File: src/rtl/pet_prg_loader_if.sv
// Purpose : bundles the hps_io download stream and the pet2001hw DMA write port seen by pet_prg_loader.
// Latency : n/a (signal bundle only).
// Backpr. : ioctl_wait throttles the byte stream; dma_req is held until dma_ack.
// Ports   : ioctl_* download stream, dma_* single-byte write port, busy/end_addr status.
interface pet_prg_loader_if;
    logic        ioctl_download;
    logic [7:0]  ioctl_index;
    logic        ioctl_wr;
    logic [24:0] ioctl_addr;
    logic [7:0]  ioctl_dout;
    logic        ioctl_wait;
    logic        dma_req;
    logic        dma_ack;
    logic [15:0] dma_addr;
    logic [7:0]  dma_din;
    logic        busy;
    logic [15:0] end_addr;

    // loader side
    modport slave (
        input  ioctl_download, ioctl_index, ioctl_wr, ioctl_addr, ioctl_dout, dma_ack,
        output ioctl_wait, dma_req, dma_addr, dma_din, busy, end_addr
    );

    // hps_io / pet2001hw side
    modport master (
        output ioctl_download, ioctl_index, ioctl_wr, ioctl_addr, ioctl_dout, dma_ack,
        input  ioctl_wait, dma_req, dma_addr, dma_din, busy, end_addr
    );
endinterface

File: src/rtl/pet_prg_loader.sv
// Purpose : turns the hps_io ioctl byte stream (PRG or ROM image) into single-byte pet2001hw DMA writes,
//           then writes the PRG end address into the BASIC end-of-program pointer.
// Latency : dma_req/addr/din appear 1 cycle after the queuing ioctl_wr.
// Backpr. : one-entry write buffer; ioctl_wait is high while it is full (until the cycle after dma_ack).
// Ports   : clk_sys, reset_n (async, active low); io_bus carries ioctl_*, dma_*, busy, end_addr.
module pet_prg_loader #(
    parameter logic [7:0]  PRG_INDEX = 8'h41,
    parameter logic [7:0]  ROM_INDEX = 8'h00,
    parameter logic [15:0] RAM_TOP   = 16'h8000,
    parameter logic [15:0] PTR_ADDR  = 16'h002A,
    parameter logic [15:0] ROM_MIN   = 16'h0400,
    parameter logic [15:0] ROM_MAX   = 16'h8000,
    parameter logic [15:0] ROM_OFS   = 16'h8000
) (
    input  logic               clk_sys,
    input  logic               reset_n,
    pet_prg_loader_if.slave    io_bus
);

    localparam logic [2:0] S_IDLE   = 3'd0;
    localparam logic [2:0] S_HDR_LO = 3'd1;
    localparam logic [2:0] S_HDR_HI = 3'd2;
    localparam logic [2:0] S_DATA   = 3'd3;
    localparam logic [2:0] S_PTR_LO = 3'd4;
    localparam logic [2:0] S_PTR_HI = 3'd5;

    logic [2:0]  r_state;
    logic        r_rom;        // 1 = ROM-image mode, 0 = PRG mode
    logic        r_dl_prev;
    logic        r_pend;       // download started while a previous load was still finishing
    logic [7:0]  r_pend_idx;
    logic [15:0] r_cur_addr;
    logic [15:0] r_end_addr;
    logic        r_req;
    logic [15:0] r_dma_addr;
    logic [7:0]  r_dma_din;

    logic        w_dl;
    logic        w_rise;
    logic        w_ack;
    logic        w_rom_hit;
    logic        w_start;
    logic [7:0]  w_start_idx;

    assign w_dl        = io_bus.ioctl_download;
    assign w_rise      = w_dl & ~r_dl_prev;
    assign w_ack       = r_req & io_bus.dma_ack;
    assign w_rom_hit   = (io_bus.ioctl_addr >= {9'd0, ROM_MIN}) && (io_bus.ioctl_addr < {9'd0, ROM_MAX});
    // A deferred start is only honoured if that download is still running.
    assign w_start     = (r_state == S_IDLE) && (w_rise || (r_pend && w_dl));
    assign w_start_idx = w_rise ? io_bus.ioctl_index : r_pend_idx;

    always_ff @(posedge clk_sys or negedge reset_n) begin
        if (!reset_n) begin
            r_state    <= S_IDLE;
            r_rom      <= 1'b0;
            r_dl_prev  <= 1'b0;
            r_pend     <= 1'b0;
            r_pend_idx <= 8'd0;
            r_cur_addr <= 16'd0;
            r_end_addr <= 16'd0;
            r_req      <= 1'b0;
            r_dma_addr <= 16'd0;
            r_dma_din  <= 8'd0;
        end else begin
            r_dl_prev <= w_dl;
            if (w_ack) r_req <= 1'b0;

            // A rising edge can only hit a busy FSM while it is draining or writing the pointer.
            if (w_rise && (r_state != S_IDLE)) begin
                r_pend     <= 1'b1;
                r_pend_idx <= io_bus.ioctl_index;
            end

            case (r_state)
                S_IDLE: begin
                    r_pend <= 1'b0;
                    if (w_start) begin
                        if (w_start_idx == PRG_INDEX) begin
                            r_rom   <= 1'b0;
                            r_state <= S_HDR_LO;
                        end else if (w_start_idx == ROM_INDEX) begin
                            r_rom   <= 1'b1;
                            r_state <= S_DATA;
                        end
                    end
                end
                S_HDR_LO: begin
                    if (!w_dl) begin
                        r_state <= S_IDLE;
                    end else if (io_bus.ioctl_wr) begin
                        r_cur_addr[7:0] <= io_bus.ioctl_dout;
                        r_state         <= S_HDR_HI;
                    end
                end
                S_HDR_HI: begin
                    if (!w_dl) begin
                        r_state <= S_IDLE;
                    end else if (io_bus.ioctl_wr) begin
                        r_cur_addr[15:8] <= io_bus.ioctl_dout;
                        r_state          <= S_DATA;
                    end
                end
                S_DATA: begin
                    if (!w_dl) begin
                        // cur_addr is frozen once the download ends, so latching it every cycle is safe.
                        if (!r_rom) r_end_addr <= r_cur_addr;
                        if (!r_req) r_state <= r_rom ? S_IDLE : S_PTR_LO;
                    end else if (io_bus.ioctl_wr && !r_req) begin
                        if (r_rom) begin
                            if (w_rom_hit) begin
                                r_req      <= 1'b1;
                                r_dma_addr <= io_bus.ioctl_addr[15:0] + ROM_OFS;
                                r_dma_din  <= io_bus.ioctl_dout;
                            end
                        end else if (r_cur_addr < RAM_TOP) begin
                            r_req      <= 1'b1;
                            r_dma_addr <= r_cur_addr;
                            r_dma_din  <= io_bus.ioctl_dout;
                            r_cur_addr <= r_cur_addr + 16'd1;
                        end
                    end
                end
                S_PTR_LO: begin
                    if (!r_req) begin
                        r_req      <= 1'b1;
                        r_dma_addr <= PTR_ADDR;
                        r_dma_din  <= r_end_addr[7:0];
                    end else if (w_ack) begin
                        r_state <= S_PTR_HI;
                    end
                end
                S_PTR_HI: begin
                    if (!r_req) begin
                        r_req      <= 1'b1;
                        r_dma_addr <= PTR_ADDR + 16'd1;
                        r_dma_din  <= r_end_addr[15:8];
                    end else if (w_ack) begin
                        r_state <= S_IDLE;
                    end
                end
                default: r_state <= S_IDLE;
            endcase
        end
    end

    // Holding off a deferred download keeps its bytes from arriving before the pointer writes finish.
    assign io_bus.ioctl_wait = r_req | r_pend;
    assign io_bus.dma_req    = r_req;
    assign io_bus.dma_addr   = r_dma_addr;
    assign io_bus.dma_din    = r_dma_din;
    assign io_bus.busy       = (r_state != S_IDLE) && !((r_state == S_DATA) && r_rom);
    assign io_bus.end_addr   = r_end_addr;

endmodule

File: src/flat_wrapper.sv
// flat-port wrapper written by rule: the top's interface ports become plain ports
module pet_prg_loader_flat 
#(
    parameter logic [7:0]  PRG_INDEX = 8'h41,
    parameter logic [7:0]  ROM_INDEX = 8'h00,
    parameter logic [15:0] RAM_TOP   = 16'h8000,
    parameter logic [15:0] PTR_ADDR  = 16'h002A,
    parameter logic [15:0] ROM_MIN   = 16'h0400,
    parameter logic [15:0] ROM_MAX   = 16'h8000,
    parameter logic [15:0] ROM_OFS   = 16'h8000
)
  (clk_sys, reset_n, io_bus_ioctl_download, io_bus_ioctl_index, io_bus_ioctl_wr, io_bus_ioctl_addr, io_bus_ioctl_dout, io_bus_dma_ack, io_bus_ioctl_wait, io_bus_dma_req, io_bus_dma_addr, io_bus_dma_din, io_bus_busy, io_bus_end_addr);
  pet_prg_loader_if io_bus_i ();
  input  logic clk_sys;
  input  logic reset_n;
  input wire logic [$bits(io_bus_i.ioctl_download)-1:0] io_bus_ioctl_download;
  input wire logic [$bits(io_bus_i.ioctl_index)-1:0] io_bus_ioctl_index;
  input wire logic [$bits(io_bus_i.ioctl_wr)-1:0] io_bus_ioctl_wr;
  input wire logic [$bits(io_bus_i.ioctl_addr)-1:0] io_bus_ioctl_addr;
  input wire logic [$bits(io_bus_i.ioctl_dout)-1:0] io_bus_ioctl_dout;
  input wire logic [$bits(io_bus_i.dma_ack)-1:0] io_bus_dma_ack;
  output wire logic [$bits(io_bus_i.ioctl_wait)-1:0] io_bus_ioctl_wait;
  output wire logic [$bits(io_bus_i.dma_req)-1:0] io_bus_dma_req;
  output wire logic [$bits(io_bus_i.dma_addr)-1:0] io_bus_dma_addr;
  output wire logic [$bits(io_bus_i.dma_din)-1:0] io_bus_dma_din;
  output wire logic [$bits(io_bus_i.busy)-1:0] io_bus_busy;
  output wire logic [$bits(io_bus_i.end_addr)-1:0] io_bus_end_addr;
  assign io_bus_i.ioctl_download = io_bus_ioctl_download;
  assign io_bus_i.ioctl_index = io_bus_ioctl_index;
  assign io_bus_i.ioctl_wr = io_bus_ioctl_wr;
  assign io_bus_i.ioctl_addr = io_bus_ioctl_addr;
  assign io_bus_i.ioctl_dout = io_bus_ioctl_dout;
  assign io_bus_i.dma_ack = io_bus_dma_ack;
  assign io_bus_ioctl_wait = io_bus_i.ioctl_wait;
  assign io_bus_dma_req = io_bus_i.dma_req;
  assign io_bus_dma_addr = io_bus_i.dma_addr;
  assign io_bus_dma_din = io_bus_i.dma_din;
  assign io_bus_busy = io_bus_i.busy;
  assign io_bus_end_addr = io_bus_i.end_addr;
  pet_prg_loader #(.PRG_INDEX(PRG_INDEX), .ROM_INDEX(ROM_INDEX), .RAM_TOP(RAM_TOP), .PTR_ADDR(PTR_ADDR), .ROM_MIN(ROM_MIN), .ROM_MAX(ROM_MAX), .ROM_OFS(ROM_OFS)) u_core (.clk_sys(clk_sys), .reset_n(reset_n), .io_bus(io_bus_i));
endmodule
File: config.mk
export PLATFORM = sky130hd
export DESIGN_NAME = pet_prg_loader_flat
export DESIGN_NICKNAME = d
export VERILOG_FILES = /design/src/rtl/pet_prg_loader_if.sv /design/src/rtl/pet_prg_loader.sv /design/src/flat_wrapper.sv
export SDC_FILE = /design/constraint.sdc
export NUM_CORES = 1
export LEC_CHECK = 0
export ABC_AREA = 0
export ABC_CLOCK_PERIOD_IN_PS = 3700
export BUFFER_PORTS_ARGS = -buffer_cell sky130_fd_sc_hd__buf_2
export CAP_MARGIN = 20
export CORE_ASPECT_RATIO = 0.75
export CORE_MARGIN = 2
export CORE_UTILIZATION = 50
export CTS_CLUSTER_SIZE = 24
export DETAILED_ROUTE_END_ITERATION = 7
export PLACE_DENSITY_LB_ADDON = 0.25
export SYNTH_ARGS = -nofsm -noshare
export SYNTH_HDL_FRONTEND = slang
export SYNTH_SLANG_ARGS = --single-unit
File: constraint.sdc
create_clock -name clk_sys -period 3.7 [get_ports clk_sys]
set_input_delay 0.555 -clock clk_sys [delete_from_list [all_inputs] [get_ports clk_sys]]
set_output_delay 0.555 -clock clk_sys [all_outputs]
set_load 0.005 [all_outputs]
# Yosys cells after proc, flatten, opt, wreduce, memory -nomap -nowiden
# Index checks and enable logic that the tools add are counted.
[word_totals]
in_bits = 46
word_cells = 127
out_inout_bits = 43
ff_bits = 71
[classes]
eq_ne = 28
magnitude_cmp = 3
n_addsub = 2
n_reduce_logical = 25
n_bitwise = 6
n_mux = 52
[op_table]
columns = ["op", "count"]
rows = [
  ["16-bit 2-to-1 mux", 11],
  ["8-bit 2-to-1 mux", 10],
  ["16-bit case mux with 3 select lines", 1],
  ["3-bit 2-to-1 mux", 14],
  ["8-bit case mux with 2 select lines", 2],
  ["25-bit by 11-bit greater-or-equal comparator with 1-bit output, second input constant", 1],
  ["25-bit by 16-bit less-than comparator with 1-bit output, second input constant", 1],
  ["8-bit case mux with 3 select lines", 1],
  ["7-bit AND reduction", 3],
  ["2-bit != test, second input constant", 10],
  ["3-bit case mux with 6 select lines", 1],
  ["16-bit by 1-bit adder with 16-bit output, second input constant", 1],
  ["16-bit adder, second input constant", 1],
  ["16-bit less-than comparator, second input constant", 1],
  ["2-bit by 1-bit != test with 1-bit output, second input constant", 7],
  ["3-bit != test, second input constant", 4],
  ["1-bit 2-to-1 mux", 11],
  ["10-bit AND reduction", 1],
  ["8-bit by 7-bit == test with 1-bit output, second input constant", 1],
  ["8-bit logical NOT", 1],
  ["2-bit nonzero test", 4],
  ["1-bit logical AND", 7],
  ["3-bit by 2-bit == test with 1-bit output, second input constant", 2],
  ["3-bit == test, second input constant", 2],
  ["other kinds (12)", 18],
]

# Longest topological paths before layout
[logic_depth]
ltp_word = 8
depth_mapped = 8
mapped_depth_nobuf = 6

# Least setup slack after synthesis
# Ideal clock, no wire load.
[synth_path]
path_type = "in2reg"
from = "input port io_bus_ioctl_index[4]"
to = "register u_core.r_rom"
arrival_time_ns = 1.721
setup_slack_ns = 1.851
path_buffers = 0
required_time_ns = 3.572
stages = 5
setup_ns = 0.128
path_cell_list = "or3_1 > nor4_2 > o221a_2 > nand3_1 > mux2_1"
[synth_via]
elab_chain_len = 4
word_cells_on_any_way = 6
classes_between = "1 x eq/ne; 2 x mux; 3 x reduce/logical"
[synth_lines]
columns = ["element", "line_no", "source"]
rows = [
  ["from (decl)", "flat_wrapper.sv:17", "input wire logic [$bits(io_bus_i.ioctl_index)-1:0] io_bus_ioctl_index;"],
  ["8-bit 2-to-1 mux (*)", "pet_prg_loader.sv:51", "assign w_start_idx = w_rise ? io_bus.ioctl_index : r_pend_idx;"],
  ["8-bit by 7-bit == test with 1-bit output or 8-bit logical NOT (tied branches)", "pet_prg_loader.sv:79, pet_prg_loader.sv:82", ""],
  ["2-bit nonzero test (no source line)", "--", ""],
  ["3-bit AND reduction (no source line)", "--", ""],
  ["to (signal assigned)", "pet_prg_loader.sv:56", "r_rom <= 1'b0;"],
  ["to (signal assigned)", "pet_prg_loader.sv:80", "r_rom <= 1'b0;"],
  ["to (signal assigned)", "pet_prg_loader.sv:83", "r_rom <= 1'b1;"],
  ["to (decl)", "pet_prg_loader.sv:28", "logic r_rom;"],
]
# Every way passes the cells marked *; elsewhere a longest branch is shown, timed or not.
# A chain may end at the register's enable or synchronous reset.

# Final worst setup path
[layout_path]
from = "register u_core.r_cur_addr[0]"
to = "register u_core.r_cur_addr[14]"
[layout_via]
elab_chain_len = 6
word_cells_on_any_way = 9
classes_between = "1 x add/sub; 1 x order compare; 1 x eq/ne; 5 x mux; 1 x reduce/logical"
[layout_lines]
columns = ["element", "line_no", "source"]
rows = [
  ["from (decl)", "pet_prg_loader.sv:32", "logic [15:0] r_cur_addr;"],
  ["from (signal assigned)", "pet_prg_loader.sv:92", "r_cur_addr[7:0] <= io_bus.ioctl_dout;"],
  ["from (signal assigned)", "pet_prg_loader.sv:120", "r_cur_addr <= r_cur_addr + 16'd1;"],
  ["16-bit by 1-bit adder with 16-bit output", "pet_prg_loader.sv:120", ""],
  ["16-bit 2-to-1 mux", "pet_prg_loader.sv:116", "end else if (r_cur_addr < RAM_TOP) begin"],
  ["16-bit 2-to-1 mux", "pet_prg_loader.sv:110", "if (r_rom) begin"],
  ["16-bit 2-to-1 mux", "pet_prg_loader.sv:109", "end else if (io_bus.ioctl_wr && !r_req) begin"],
  ["16-bit 2-to-1 mux", "pet_prg_loader.sv:105", "if (!w_dl) begin"],
  ["8-bit case mux with 2 select lines", "pet_prg_loader.sv:75", "case (r_state)"],
]
# Several ways; a longest one is shown, not always the timed one. The select of a mux whose other input is x is not followed.

==> results.yml <==
outcome:
  outcome: "complete, no violations"
pwr:
  p_per_area_nw_per_um2: 820
  sw_frac_of_total_pct: 40.3
  switching_power_w: 0.00147
  seq_power_share_pct: 43.0
  p_comb_share_pct: 39.4
  p_int_w: 0.00218
  leakage_nw: 2.03
  max-vdd-ir-drop_mv: 0.331
  p_clk_share_pct: 17.5
routing:
  via_per_inst: 5.68
  route.detailed.drc: 0
  vias: 3215
  ant_nets: 0
  wl_per_cell_um: 17.1
  totalWireLength_um: 9700
  drt_pass1_iterations: 5
  first_iter_violations: 267
clock_network:
  cts_max_level: 3
  cts_tree: "done"
  path_clk_slew_ps: 80
  cts_max_path_buffers: 2
  cts_setup_buffers: 0
  clk_latency_ps: 350
  cts-buffers-inserted: 9
  holdBufCountCts: 0
  root_buffer: "clkbuf_8"
  cts_sinks: 71
  post_cts_resized: 0
finish:
  syn_to_final_growth_pct: 18.6
  antenna_cells: 0
  final_layout_size_suffix_gt1_share_pct: 33.1
  utilization_pct: 60.9
  fin_cells: 566
  nets: 507
timing:
  hold_viol: 0
  fin_skew_ps: 11.3
  rsz0062_at_grt: "no"
  post-route-period-util_pct: 63.1
  setup_tns_ps: 0
  slew_headroom_pct: 38.3
  setup_viol: 0
  tightest_slew_ps: 917
  worst_slack_ps: 1360
  maxSlewViolCount: 0
  period_needed_ps: 2340
  max_freq_ghz: 0.428
synthesis:
  synth_xor_area_share_pct: 0.701
  synthFlopType: "dfrtp_1"
  synth_fp_nets: 424
  synthArstFlopShare_pct: 100
  synth_area_leader_cell: "dfrtp_1"
  synth-seq-cells: 71
  synth_top_cell_area_share_pct: 47.4
  syn-cell-area_um2: 3750
  ys_seq_area_share_pct: 47.4
  synth_top_family_by_area: "compound AO/OA/AOI/OAI gates"
  synth.cells.most_frequent: "71 x dfrtp_1, 48 x nand2_1, 37 x o21ai_0, 34 x a21oi_1, 24 x mux2_2"
  synth_mux_area_share_pct: 13.8
  synth-edff-count: 0
  synth_cells: 377
  synth_fa_ha_area_share_pct: 0.334
  synth.distinct_cells: 55
  synth_compound_area_share_pct: 17.0
  yosys-top-cells-area: "dfrtp_1 47%, mux2_2 7.2%, mux2i_1 5.9%, o21ai_0 4.9%, nand2_1 4.8%"
  syn-mean-instance-area_um2: 9.94
  synth.most_common_cell: "dfrtp_1"
  ys_warn_count: 0
  synth_simple_gate_area_share_pct: 16.0
global_route:
  grt_first_pass_wirelength_um: 15800
  grt_max_degree: 47
  track_usage_pct: 24.6
  grt_pass1_vias: 3087
  antenna_found_initial: 0
  overflow: 0
setup_path:
  crit_path_max_incr_delay_ps: 810
  crit_buf_inv: 0
  r2r_setup_slack_ps: 1360
  cp_top_family: "simple AND/OR/NAND/NOR gates"
  critical_path_required_ps: 3930
  crit_fanout: 6
  crit_slowest_cell: "nor4_1"
  start_kind: "flop"
  ff2ff_path_depth: 5
  end_kind: "flop"
  worstPathArrival_ps: 2570
  r2r_start: "u_core.r_cur_addr[0]$_DFFE_PN0P_"
  timing.rr.end: "u_core.r_cur_addr[14]$_DFFE_PN0P_"
  crit_chain: "ha_1 -> nand3_1 -> nor4_1 -> a21oi_1 -> o22a_1"
  criticalPathCategory: "reg -> reg"
flow_run:
  cap_violations: 0
floorplan:
  die_h_um: 79.0
  die_x_um: 104
  dieArea_um2: 8210
  num_rows: 27
  io_pins: 89
  start_util_pct: 51.3
  core_area_um2: 7300
placed_design:
  io_buffers: 88
  dp_hpwl_um: 7050
  dp_cells: 549
  place_ws_ps: 1530
  place_congestion: 0.907
min_path:
  min_path_type: "in -> async"
cell usage in the layout (no fill, tap or decap), types with 2 or more instances in the layout:
master and n:
buf_2 88, dfrtp_1 71, nand2_1 48, o21ai_0 37, a21oi_1 34, mux2_2 24
nor2_1 23, mux2i_1 22, clkbuf_8 10, inv_1 8, buf_4 7, nand3_1 6
o22a_1 6, nor3_1 5, or3_1 5, nor2b_1 4, a211oi_1 4, o22ai_1 4
nor4_1 3, or2_2 3, nand2b_1 3, a31oi_1 3, and2_1 2, nand4b_1 2
a21o_1 2, and3_1 2, o21ai_2 2, nor4_2 2, xor2_1 2, o32ai_1 2
clkinvlp_4 2
logic make-up (layout without fill, tap and decap cells):
logic type      count (synthesis)  in the layout
simple gates                  118            118
fa+ha+maj                       1              1
compound gates                104            104
buf+inv                        32            120
xor+xnor                        3              3
flops                          71             71
mux                            48             48
power groups by stage:
stage	Sequential (W)	Clock [W]	Combinational, W
after detailed placement	0.00157	0	0.00142
final	0.00157	0.000639	0.00144
after CTS	0.00155	0.000651	0.00144
after floorplan	0.00140	0	0.00105
after global routing	0.00162	0.000686	0.00161
after global placement	0.00155	0	0.00138
per-stage QoR:
step | instance area [µm²] | power, W | hold slack (ps)
6_report | 4440 | 0.00364 | 159
5_1_grt | 4440 | 0.00392 | 173
4_1_cts | 4420 | 0.00364 | 393
3_5_place_dp | 4220 | 0.00299 | 465
3_3_place_gp | 4220 | 0.00293 | 457
2_1_floorplan | 3750 | 0.00245 | 259
final cells by class:
class / count / area (µm²)
clock inverter: 6 / 67.6
multi-input combinational: 274 / 1790
timing repair buffer: 96 / 513
sequential: 71 / 1780
clock buffer: 10 / 138
fill: 634 / 2850
tap: 101 / 126
inverter: 8 / 30.0
state kept, by name, indices dropped and copies added (netlist names):
register and cells:
u_core.io_bus.end_addr 16, u_core.r_dl_prev 1, u_core.io_bus.dma_din 8, u_core.r_cur_addr 16
u_core.r_rom 1, u_core.r_pend 1, u_core.r_pend_idx 8, u_core.io_bus.dma_addr 16
u_core.r_state 3, u_core.io_bus.dma_req 1
per-layer routing:
metal	track usage [%]	part of all wire (%)	up-vias	wire length (µm)
met3	7.14	10	32	997
li1	-	-	1525	-
met1	35.8	46	1477	4490
met2	35.6	42	181	4090
met4	7.30	1.3	0	122
met5	0	0	-	0
how the worst max path moves through the flow:
stage                                          start  slack (ps)                              endpoint  cells past startpoint
floorplan                      io_bus_ioctl_index[4]        1850              u_core.r_rom$_DFFE_PN0P_                      5
global placement               io_bus_ioctl_addr[10]        1560       u_core.io_bus.dma_req$_DFF_PN0_                      6
detailed placement             io_bus_ioctl_addr[10]        1530  u_core.io_bus.dma_din[6]$_DFFE_PN0P_                      5
CTS                    u_core.r_state[0]$_DFFE_PN0P_        1530                           io_bus_busy                      3
global route        u_core.r_cur_addr[0]$_DFFE_PN0P_        1310     u_core.r_cur_addr[12]$_DFFE_PN0P_                      5
finish              u_core.r_cur_addr[0]$_DFFE_PN0P_        1360     u_core.r_cur_addr[14]$_DFFE_PN0P_                      5
(Power assumes the default switching activity.)
